$ cat src/rtl/clk_enable_gen_multi.sv
// Multi-channel programmable clock-enable generator.
// Each channel emits a one-cycle enable pulse every div[ch] system clocks.
// Divisors can be reloaded at run time through a single write port.
// No derived clocks: every output is a registered enable on the system clock.
module clk_enable_gen_multi #(
   parameter int unsigned SYS_CLOCK   = 5000000,
   parameter int unsigned DES_CLOCK   = 1000,
   parameter int unsigned N_CH        = 4,
   parameter int unsigned CH_W        = 2,
   parameter int unsigned CNT_W       = 32,
   parameter int unsigned DEFAULT_DIV = SYS_CLOCK / DES_CLOCK
) (
   input  logic              clock,
   input  logic              greset,
   input  logic              run,
   input  logic [N_CH-1:0]   ch_en,
   input  logic              sync_clr,
   input  logic              wr_en,
   input  logic [CH_W-1:0]   wr_ch,
   input  logic [CNT_W-1:0]  wr_div,
   output logic [N_CH-1:0]   enable,
   output logic              all_tick
);

   localparam logic [CNT_W-1:0] DIV_RST = CNT_W'(DEFAULT_DIV);

   logic [CNT_W-1:0] cnt_q [N_CH];
   logic [CNT_W-1:0] cnt_d [N_CH];
   logic [CNT_W-1:0] div_q [N_CH];
   logic [CNT_W-1:0] div_d [N_CH];
   logic [N_CH-1:0]  pulse_d;
   logic [N_CH-1:0]  active;
   logic [N_CH-1:0]  wr_hit;
   logic             wr_valid;
   logic             all_tick_d;

   // Decode the write strobe; a channel index outside the build is dropped.
   always_comb begin
      wr_valid = wr_en && (32'(wr_ch) < N_CH);
      for (int unsigned i = 0; i < N_CH; i++) begin
         wr_hit[i] = wr_valid && (32'(wr_ch) == i);
      end
   end

   // Per-channel next count, divisor and pulse; write beats clear beats counting.
   always_comb begin
      for (int unsigned i = 0; i < N_CH; i++) begin
         div_d[i]   = div_q[i];
         cnt_d[i]   = cnt_q[i];
         pulse_d[i] = 1'b0;
         active[i]  = run && ch_en[i] && (div_q[i] != '0);
         if (wr_hit[i]) begin
            div_d[i] = wr_div;
            cnt_d[i] = '0;
         end else if (sync_clr) begin
            cnt_d[i] = '0;
         end else if (!run) begin
            // Frozen: hold the phase so counting resumes where it stopped.
            cnt_d[i] = cnt_q[i];
         end else if (!active[i]) begin
            cnt_d[i] = '0;
         end else if (cnt_q[i] == div_q[i] - CNT_W'(1)) begin
            cnt_d[i]   = '0;
            pulse_d[i] = 1'b1;
         end else begin
            cnt_d[i] = cnt_q[i] + CNT_W'(1);
         end
      end
   end

   // Phase-alignment marker: every active channel pulses on the same edge.
   always_comb begin
      all_tick_d = (|active) && (&(pulse_d | ~active));
   end

   // State and registered outputs, cleared asynchronously by greset.
   always_ff @(posedge clock or posedge greset) begin
      if (greset) begin
         for (int unsigned i = 0; i < N_CH; i++) begin
            cnt_q[i] <= '0;
            div_q[i] <= DIV_RST;
         end
         enable   <= '0;
         all_tick <= 1'b0;
      end else begin
         for (int unsigned i = 0; i < N_CH; i++) begin
            cnt_q[i] <= cnt_d[i];
            div_q[i] <= div_d[i];
         end
         enable   <= pulse_d;
         all_tick <= all_tick_d;
      end
   end

endmodule

$ cat config.mk
export PLATFORM = sky130hd
export DESIGN_NAME = clk_enable_gen_multi
export DESIGN_NICKNAME = d
export VERILOG_FILES = /design/src/rtl/clk_enable_gen_multi.sv
export SDC_FILE = /design/constraint.sdc
export NUM_CORES = 1
export LEC_CHECK = 0
export BUFFER_PORTS_ARGS = -buffer_cell sky130_fd_sc_hd__buf_2
export CORE_MARGIN = 1.5
export CORE_UTILIZATION = 33
export CTS_BUF_LIST = sky130_fd_sc_hd__clkbuf_16
export CTS_CLUSTER_DIAMETER = 120
export DETAILED_ROUTE_END_ITERATION = 10
export GPL_TIMING_DRIVEN = 0
export PLACE_DENSITY_LB_ADDON = 0.2
export SYNTH_ARGS = -nofsm -noshare
export SYNTH_HDL_FRONTEND = slang
export SYNTH_SLANG_ARGS = --single-unit
$ cat constraint.sdc
create_clock -name clock -period 8 [get_ports clock]
set_input_delay 0.8 -clock clock [delete_from_list [all_inputs] [get_ports clock]]
set_output_delay 0.8 -clock clock [all_outputs]
set_load 0.02 [all_outputs]
==> results of run 1 <==
==> flip-flops by register name, indices dropped and copies added (netlist names) <==
| name | cells |
|---|---|
| cnt_q | 128 |
| all_tick | 1 |
| enable | 4 |
| div_q | 128 |
==> report_power, final <==
part | switching, W | internal (W) | leakage (nW)
Sequential | 0.000179 | 0.00145 | 3.38
Combinational | 0.000441 | 0.000317 | 3.54
Clock | 0.000646 | 0.000916 | 0.586
Total | 0.00127 | 0.00268 | 7.50
==> final timing paths <==
check / slack [ps] / start / cells past startpoint / end
max: 3110 / div_q[64] / 11 / all_tick
min: 280 / greset / 2 / cnt_q[54]
max reg2reg: 3110 / div_q[64] / 11 / all_tick
min reg2reg: 490 / div_q[71] / 2 / div_q[71]
max in group asynchronous: 6390 / greset / 4 / div_q[12]
min in group clock: 490 / div_q[71] / 2 / div_q[71]
==> placed cells by master, fill, tap and decap left out, types with 59 or more instances in the layout <==
master,n
a31oi_1,85
buf_2,62
clkbuf_1,100
dfrtp_1,241
mux2_2,63
nand2_1,348
nand3_1,104
nand4_1,62
nor2_1,89
nor3_1,67
o21ai_0,67
xnor2_1,114
xor2_1,59
==> through the flow <==
stage | utilization | hold slack [ps] | instances | instance area (µm²)
after floorplan | - | 453 | 2016 | 17100
after global placement | 0.355 | 478 | 2743 | 18200
after detailed placement | 0.356 | 487 | 2745 | 18300
after CTS | 0.378 | 315 | 2809 | 19400
after global routing | 0.378 | 344 | 2809 | 19400
final | 0.378 | 280 | 2809 | 19400
==> cell type report <==
cell class                      instances  share of cell area
Buffer                                131              0.0275
Sequential cell                       261               0.338
Multi-Input combinational cell       1583               0.509
Inverter                               41             0.00833
Timing Repair Buffer                   49              0.0150
Clock inverter                         28              0.0114
Clock buffer                           36              0.0465
Tap cell                              680              0.0439
==> kinds of logic (layout without fill, tap and decap cells) <==
group           Yosys count  in the layout
compound gates          356            356
fa+ha+maj                 9              9
buf+inv                 172            285
mux                      88             88
xor+xnor                173            173
flops                   261            261
simple gates            957            957
==> worst max-delay path, cell delays in order, from the launching register on <==
cell       delay [ps]
dfrtp_1           440
inv_1             120
ha_1              180
nor3b_2           510
nand4_1           530
nor4_1            500
mux2i_1           170
a2111oi_0         410
nand3_1           130
nor4_1            720
a21oi_1           350
nor4_1            670
==> Yosys cell counts (all sizes together) (11+ instances only) <==
| cell | n |
|---|---|
| and2 | 11 |
| nor2 | 89 |
| dfstp | 20 |
| a41oi | 11 |
| o311ai | 13 |
| clkbuf | 100 |
| nand2 | 348 |
| or4 | 35 |
| o21ai | 67 |
| nor4 | 61 |
| xnor2 | 114 |
| o22ai | 13 |
| inv | 41 |
| a22o | 13 |
| or3 | 36 |
| and3 | 31 |
| nand4b | 16 |
| mux2 | 63 |
| nand3 | 104 |
| or2 | 15 |
| nand2b | 28 |
| nand4 | 62 |
| o211ai | 20 |
| mux2i | 25 |
| a31oi | 85 |
| and4 | 15 |
| buf | 31 |
| xor2 | 59 |
| a211oi | 15 |
| dfrtp | 241 |
| nor3 | 68 |
| a21oi | 55 |
==> per-layer routing <==
| layer | wire, µm | track usage |
|---|---|---|
| met2 | 25200 | 0.327 |
| met5 | 0 | 0 |
| met3 | 2380 | 0.0211 |
| met4 | 1570 | 0.0699 |
| met1 | 26700 | 0.299 |
==> out/metrics.cfg, run 1 <==
[status]
status = finished, final reports clean

[synthesis]
yosysTopAreaCell = dfrtp_1
ys_warn_count = 0
ys.flop_type = dfrtp_1
yosys-top-cells-area = dfrtp_1 35%, nand2_1 7.6%, xnor2_1 5.8%, mux2_2 4.1%, a31oi_1 3.1%
synth-xor-area-share = 0.0886
synth_cells = 2016
synth_top_area_frac = 0.352
ys_types = 75
yosys.area_share.simple = 0.287
synthArstFlopShare = 1.00
synth-edff-count = 0
syn_avg_cell_area_um2 = 8.49
synth_top_family_by_area = simple AND/OR/NAND/NOR gates
syn_nets = 2068
synthAdderAreaFrac = 0.00658
synth_compound_area_frac = 0.138
synth_area_um2 = 17100
ys_seq_elements = 261
yosysSeqAreaShare = 0.383
yosys-mux-area-fraction = 0.0561

[floorplan]
dieWidth_um = 231
fp.dieArea_um2 = 53200
placementRows = 83
die_y_um = 231
core_um2 = 51300
ioPinCount = 48
initial_core_util = 0.334

[drt]
firstDrtPassIters = 5
dr_total_vias = 15900
finalWirelength_mm = 55.9
drtAntennaViolNets = 0
drt-vias-per-instance = 5.66
drt_iter0_markers = 1303
drc = 0
wire_per_inst_um = 19.9

[cts]
clkTransAtPathRegs_ps = 60
numCtsBuffers = 35
cts_buffer_depth = 3
cts_max_level = 2
post_cts_buffers = 0
cts.sink_count = 261
cts_tree = built
clk_latency_ps = 570
hold_buffers = 0
cts_resized = 0
cts-root-buf = clkbuf_16

[global_route]
antenna_found_initial = 0
track_usage = 0.208
grt_start_max_net_pins = 113
grt_pass1_wl_mm = 86.7
overflow = 0
grt_pass1_vias = 14800

[sta]
rsz0062_at_grt = no
finalCritPeriodShare = 0.612
slew_headroom = 0.216
worst_slew_pin_slew_ps = 1170
slew_viol_final = 0
setup_ws_ps = 3110
fin_crit_ps = 4890
max_freq_ghz = 0.204
setup_viol = 0
final-hold-violation-count = 0
setup-tns-final_ps = 0
fin_skew_ps = 40.3

[hold_path]
hold_path.class = primary input to asynchronous set/reset pin

[place]
dp_slack_ps = 3370
hpwlAfterDp_mm = 40.7
place_congestion = 0.863
io_buffers = 47

[critical_path]
critPathArrivalTime_ps = 5290
critPathKind = flop to flop
end_kind = flop
start_kind = flop
worstPathMaxFanout = 10
required_ps = 8390

[pwr]
p_leak_nw = 7.50
fin_total_pwr_w = 0.00395
ir_worst_vdd_mv = 0.130
pwr_density_cell_nw_per_um2 = 204

[finish]
seq_area_um2 = 6560
nFillCells = 5309
multi_input_area_um2 = 9870
nets = 2154
antenna_cells = 0
drive_above_1_share = 0.109
syn_to_final_growth_pct = 13.3

[run]
drv_cap = 0

Power figures use the tool's default switching activity.
==> run 2, diff against run 1 <==
ABC_AREA = 1   (was not set)
clock period = 4.06 ns   (was 8 ns; I/O delays follow)
==> out/metrics.cfg, run 2 <==
[cts]
cts_tree = built  ; unchanged
cts-root-buf = clkbuf_16  ; unchanged
numCtsBuffers = 35  ; unchanged
cts_max_level = 2  ; unchanged
clk_latency_ps = 550  ; was 570 ps
cts_buffer_depth = 3  ; unchanged
cts.sink_count = 261  ; unchanged
hold_buffers = 1  ; was 0
clkTransAtPathRegs_ps = 60  ; about the same
post_cts_buffers = 0  ; unchanged
cts_resized = 0  ; unchanged

[synthesis]
synth_cells = 2810  ; was 2016
yosysTopAreaCell = dfrtp_1  ; unchanged
synth_common_cells = 789 x nand2_1, 364 x nor2_1, 363 x inv_1  ; was 348 x nand2_1, 241 x dfrtp_1, 114 x xnor2_1
synth_area_um2 = 19100  ; was 17100 µm²
synthArstFlopShare = 1.00  ; unchanged
ys_seq_elements = 261  ; unchanged
syn_nets = 2862  ; was 2068
ys_types = 53  ; was 75
synth-edff-count = 0  ; unchanged
syn_avg_cell_area_um2 = 6.80  ; was 8.49 µm²
yosys-top-cells-area = dfrtp_1 32%, nand2_1 15%, nor2_1 7.1%, inv_1 7.1%, xor2_1 6.7%  ; was dfrtp_1 35%, nand2_1 7.6%, xnor2_1 5.8%, mux2_2 4.1%, a31oi_1 3.1%
ys_warn_count = 0  ; unchanged
yosysSeqAreaShare = 0.343  ; was 0.383
synth_top_area_frac = 0.316  ; was 0.352
synth.most_common_cell = nand2_1  ; unchanged
ys.flop_type = dfrtp_1  ; unchanged

[finish]
drive_above_1_share = 0.0923  ; was 0.109
nFillCells = 6206  ; was 5309
post-route-util = 0.375  ; was 0.378
top_regs = cnt_q x128, div_q x128, enable x4  ; unchanged
nets = 2954  ; was 2154
instances_no_fill = 3691  ; was 2809
final_cell_mix = 789 x nand2_1, 374 x inv_1, 364 x nor2_1  ; was 348 x nand2_1, 241 x dfrtp_1, 114 x xnor2_1
seq_area_um2 = 6560  ; unchanged
multi_input_area_um2 = 10800  ; was 9870 µm²
antenna_cells = 0  ; unchanged
syn_to_final_growth_pct = 12.8  ; was 13.3%
layout_commonest_cell = nand2_1  ; unchanged

[critical_path]
timing.rr.start = div_q[96]  ; was div_q[64]
start_kind = flop  ; unchanged
rrSetupSlack_ps = 790  ; was 3110 ps
r2r-end = all_tick  ; unchanged
cp_slowest_cell = dfrtp_1  ; was nor4_1
required_ps = 4500  ; was 8390 ps
end_kind = flop  ; unchanged
path_delay_family = simple AND/OR/NAND/NOR gates  ; unchanged
critPathArrivalTime_ps = 3710  ; was 5290 ps
crit_chain = inv_1 > ha_1 > nand2_1 > nor2_1 > nand3_1 > nor2_2 > nand3b_1 > nand2_1 > nand2_1 > nor2_1 > nand3_1 > nor2_1 > nand3_1 > nand2_1 > nand3_1 > nor2_1  ; was inv_1 > ha_1 > nor3b_2 > nand4_1 > nor4_1 > mux2i_1 > a2111oi_0 > nand3_1 > nor4_1 > a21oi_1 > nor4_1
critical_path_buf_inv_count = 1  ; unchanged
worstPathMaxFanout = 5  ; was 10
critPathKind = flop to flop  ; unchanged
cp_slowest_stage_delay_ps = 410  ; was 720 ps
r2r_cells = 16  ; was 11

[drt]
drtAntennaViolNets = 0  ; unchanged
drc = 0  ; unchanged
finalWirelength_mm = 64.0  ; was 55.9 mm
drt_iter0_markers = 1101  ; was 1303
firstDrtPassIters = 5  ; unchanged
dr_total_vias = 18300  ; was 15900
drt-vias-per-instance = 4.95  ; was 5.66
wire_per_inst_um = 17.3  ; was 19.9 µm

[pwr]
pwr_density_cell_nw_per_um2 = 371  ; was 204 nW/µm²
p_leak_nw = 9.61  ; was 7.50 nW
ir_worst_vdd_mv = 0.259  ; was 0.130 mV
pwr-share-comb = 0.221  ; was 0.192
switching_share = 0.343  ; was 0.321
clkPwrFrac = 0.381  ; was 0.396
p_switching_w = 0.00274  ; was 0.00127 W
fin_total_pwr_w = 0.00800  ; was 0.00395 W
seqPwrFrac = 0.398  ; was 0.412
internal_power_w = 0.00526  ; was 0.00268 W

[global_route]
grt_start_max_net_pins = 43  ; was 113
track_usage = 0.216  ; was 0.208
overflow = 0  ; unchanged
grt_pass1_wl_mm = 101  ; was 86.7 mm
grt_pass1_vias = 17800  ; was 14800
antenna_found_initial = 0  ; unchanged

[floorplan]
fp.dieArea_um2 = 59400  ; was 53200 µm²
core_um2 = 57500  ; was 51300 µm²
ioPinCount = 48  ; unchanged
die_y_um = 244  ; was 231 µm
dieWidth_um = 244  ; was 231 µm
initial_core_util = 0.333  ; was 0.334
placementRows = 88  ; was 83

[place]
dp.cells = 3629  ; was 2745
io_buffers = 47  ; unchanged
hpwlAfterDp_mm = 51.5  ; was 40.7 mm
place_congestion = 0.920  ; was 0.863

[status]
status = finished, final reports clean  ; unchanged

[sta]
rsz0062_at_grt = no  ; unchanged
slew_headroom = 0.148  ; was 0.216
max_freq_ghz = 0.306  ; was 0.204 GHz
worst_slew_pin_slew_ps = 1270  ; was 1170 ps
fin_crit_ps = 3270  ; was 4890 ps
finalCritPeriodShare = 0.805  ; was 0.612
final-hold-violation-count = 0  ; unchanged
setup_viol = 0  ; unchanged
slew_viol_final = 0  ; unchanged
fin_skew_ps = 19.7  ; was 40.3 ps
setup-tns-final_ps = 0  ; unchanged

[run]
drv_cap = 0  ; unchanged

[hold_path]
hold_path.class = primary input to flop  ; was primary input to asynchronous set/reset pin
hold_path_depth = 3
min_to = div_q[102]
hold_start = wr_div[6]

==> run 2: layout make-up <==
class / instances / area share
clock buffer: 35 / 0.0406
multi-input combinational: 2113 / 0.501
tap: 765 / 0.0444
clock inverter: 26 / 0.0101
timing repair buffer: 55 / 0.0179
buffer: 66 / 0.0167
sequential: 261 / 0.304
inverter: 370 / 0.0647
==> run 2: per-layer routing <==
metal	vias to the layer above	GRT usage	share of wire
met3	75	0.0273	0.048
met1	8622	0.290	0.46
met2	388	0.367	0.47
met5	-	0	0
met4	0	0.0559	0.022
li1	9175	-	-
==> run 2: tightest hold or removal path, delay by kind of cell <==
family	cells	cell delay [ps]
buf+inv	1	90
simple gates	1	50
compound gates	1	60
==> run 2: cell families (layout without fill, tap and decap cells) <==
logic type,after synthesis,after routing,share of synthesized area
DFF,261,261,0.343
AOI/OAI and AO/OA,344,344,0.107
and+or+nand+nor,1566,1566,0.362
xor gates and xnor gates,194,194,0.0904
adders and majority gates,9,9,0.00589
buffers and inverters,436,552,0.0916
==> run 2: stage by stage <==
| step | setup slack (ps) | cell area [µm²] | hold WS [ps] |
|---|---|---|---|
| 2_1_floorplan | 229 | 19100 | 453 |
| 3_3_place_gp | -1720 | 20300 | 477 |
| 3_5_place_dp | 731 | 20400 | 480 |
| 4_1_cts | 772 | 21600 | 70.7 |
| 5_1_grt | 478 | 21600 | 129 |
| 6_report | 791 | 21600 | 95.2 |
==> run 2: worst max-delay path by stage <==
stage	from	endpoint	slack (ps)	cells after the start
6_report	div_q[96]	all_tick	790	16
5_1_grt	div_q[96]	all_tick	480	16
4_1_cts	div_q[64]	all_tick	770	13
3_5_place_dp	wr_ch[0]	cnt_q[102]	730	6
3_3_place_gp	greset	cnt_q[55]	-1720	2
2_1_floorplan	greset	all_tick	230	1
==> run 2: power by group through the flow <==
stage	clock (W)	combinational (W)	sequential, W
global placement	0	0.00173	0.00323
CTS	0.00314	0.00177	0.00318
global route	0.00322	0.00202	0.00322
floorplan	0	0.00133	0.00309
finish	0.00305	0.00177	0.00319
detailed placement	0	0.00176	0.00323
==> run 3, diff against run 2 <==
clock period = 3.2 ns   (was 4.06 ns; I/O delays follow)
==> out/metrics.cfg, run 3 (synthesized netlist as in run 2, its figures left out) <==
[drt]
drt-vias-per-instance = 4.93  ; was 4.95
drt_iter0_markers = 1242  ; was 1101
wire_per_inst_um = 17.3  ; about the same
drc = 0  ; unchanged
finalWirelength_mm = 63.9  ; was 64.0 mm
firstDrtPassIters = 7  ; was 5
drtAntennaViolNets = 0  ; unchanged
dr_total_vias = 18200  ; was 18300

[cts]
numCtsBuffers = 35  ; unchanged
cts_max_level = 2  ; unchanged
clk_latency_ps = 540  ; was 550 ps
clkTransAtPathRegs_ps = 60  ; about the same
cts.sink_count = 261  ; unchanged
cts_tree = built  ; unchanged
post_cts_buffers = 0  ; unchanged
cts-root-buf = clkbuf_16  ; unchanged
cts_buffer_depth = 3  ; unchanged

[place]
place_congestion = 0.920  ; unchanged
io_buffers = 47  ; unchanged
hpwlAfterDp_mm = 51.5  ; unchanged
dpl_cell_area_um2 = 20400  ; unchanged
dp.cells = 3629  ; unchanged

[pwr]
seqPwrFrac = 0.398  ; about the same
switching_share = 0.343  ; about the same
pwr_density_cell_nw_per_um2 = 470  ; was 371 nW/µm²
fin_total_pwr_w = 0.0102  ; was 0.00800 W
pwr-share-comb = 0.222  ; was 0.221
clkPwrFrac = 0.380  ; was 0.381
internal_power_w = 0.00667  ; was 0.00526 W
ir_worst_vdd_mv = 0.324  ; was 0.259 mV
p_switching_w = 0.00348  ; was 0.00274 W
p_leak_nw = 9.62  ; was 9.61 nW

[finish]
post-route-util = 0.376  ; was 0.375
drive_above_1_share = 0.0943  ; was 0.0923
nets = 2956  ; was 2954
layout_commonest_cell = nand2_1  ; unchanged
top_regs = cnt_q x128, div_q x128, enable x4  ; unchanged
fin_area_um2 = 21600  ; about the same
syn_to_final_growth_pct = 13.0  ; was 12.8%
instances_no_fill = 3693  ; was 3691
antenna_cells = 0  ; unchanged
final_cell_mix = 789 x nand2_1, 374 x inv_1, 363 x nor2_1  ; was 789 x nand2_1, 374 x inv_1, 364 x nor2_1

[critical_path]
timing.rr.start = div_q[32]  ; was div_q[96]
r2r_cells = 16  ; unchanged
crit_chain = inv_1 > ha_1 > nand3_2 > nor2_4 > nand2_2 > o21ai_1 > nand2_1 > nand2_1 > nand2_1 > nor2_1 > nand2_1 > nor2_1 > nand2_1 > nand2_4 > buf_6 > o22ai_1  ; was inv_1 > ha_1 > nand2_1 > nor2_1 > nand3_1 > nor2_2 > nand3b_1 > nand2_1 > nand2_1 > nor2_1 > nand3_1 > nor2_1 > nand3_1 > nand2_1 > nand3_1 > nor2_1
critPathArrivalTime_ps = 3300  ; was 3710 ps
cpMostUsedCell = nand2_1
critPathKind = flop to flop  ; unchanged
worstPathMaxFanout = 10  ; was 5
r2r-end = cnt_q[59]  ; was all_tick
startpoint = div_q[32]  ; was div_q[96]
cp_slowest_stage_delay_ps = 400  ; was 410 ps
crit_end = cnt_q[59]  ; was all_tick
start_kind = flop  ; unchanged
required_ps = 3610  ; was 4500 ps
end_kind = flop  ; unchanged
cp_slowest_cell = dfrtp_1  ; unchanged
rrSetupSlack_ps = 310  ; was 790 ps

[floorplan]
initial_core_util = 0.333  ; unchanged
ioPinCount = 48  ; unchanged
placementRows = 88  ; unchanged
fp.dieArea_um2 = 59400  ; unchanged
dieWidth_um = 244  ; unchanged
core_um2 = 57500  ; unchanged
die_y_um = 244  ; unchanged

[sta]
fin_crit_ps = 2890  ; was 3270 ps
worst_slew_pin_slew_ps = 1290  ; was 1270 ps
setup-tns-final_ps = 0  ; unchanged
rsz0062_at_grt = no  ; unchanged
fin_skew_ps = 20.2  ; was 19.7 ps
max_freq_ghz = 0.346  ; was 0.306 GHz
slew_viol_final = 0  ; unchanged
setup_viol = 0  ; unchanged
finalCritPeriodShare = 0.902  ; was 0.805
final-hold-violation-count = 0  ; unchanged
slew_headroom = 0.134  ; was 0.148

[global_route]
track_usage = 0.216  ; about the same
grt_start_max_net_pins = 43  ; unchanged
overflow = 0  ; unchanged
grt_pass1_wl_mm = 101  ; about the same
antenna_found_initial = 0  ; unchanged
grt_pass1_vias = 17800  ; about the same

[status]
status = finished, final reports clean  ; unchanged

[run]
drv_cap = 0  ; unchanged

[hold_path]
hold_start = wr_div[23]  ; was wr_div[6]
hold_path.class = primary input to flop  ; unchanged

## run 3: cell types whose count changed in the layout (fill, tap and decap cells not counted)
cell,change
nor2_1,-1
dlygate4sd3_1,+2
a31oi_1,-1
nand3_1,-4
nand3_2,+4
nor2_4,+1
a31oi_2,+1
## run 3: timing repair
item	CTS	global route
endpoints found under the hold margin	14	0
gates resized for setup	2	5
setup endpoints to repair	1	26
hold buffers	3	0
## run 3: area by class of cell
type / count / area [µm²]
fillers: 6203 / 35900
clock buffers: 35 / 876
repair buffers: 57 / 405
inverters: 370 / 1390
flip-flops and latches: 261 / 6560
well taps: 765 / 957
multi-input cells: 2113 / 10800
plain buffers: 66 / 360
clock inverters: 26 / 218
## run 3: stage by stage
step / hold slack [ps] / worst slack [ps]
6_report: 29.4 / 312
2_1_floorplan: 438 / -545
5_1_grt: 42.6 / 15.5
3_5_place_dp: 394 / -86.7
4_1_cts: 1.23 / 16.6
3_3_place_gp: 477 / -2500
## run 3: worst min-delay path by stage
stage	to	cells past startpoint
floorplan	div_q[103]	2
global placement	div_q[65]	2
detailed placement	div_q[65]	2
CTS	div_q[55]	3
global route	div_q[55]	3
finish	div_q[119]	3
## run 3: worst max-delay path, delay by kind of cell (launching register included)
kind,cells,cell delay (ps)
AOI/OAI and AO/OA,2,330
DFF,1,400
buffers and inverters,2,350
and+or+nand+nor,11,1440
adders and majority gates,1,230
## run 3: routing by layer
metal	track usage	wire (µm)	vias to the layer above
met1	0.290	29200	8550
li1	-	-	9174
met3	0.0273	3120	78
met5	0	0	-
met4	0.0559	1450	0
met2	0.367	30100	401
## run 3: power groups by stage
stage	registers, W	logic, W	clock network, W
floorplan	0.00392	0.00168	0
global placement	0.00409	0.00219	0
detailed placement	0.00409	0.00223	0
CTS	0.00404	0.00225	0.00398
global route	0.00408	0.00257	0.00408
finish	0.00404	0.00225	0.00386
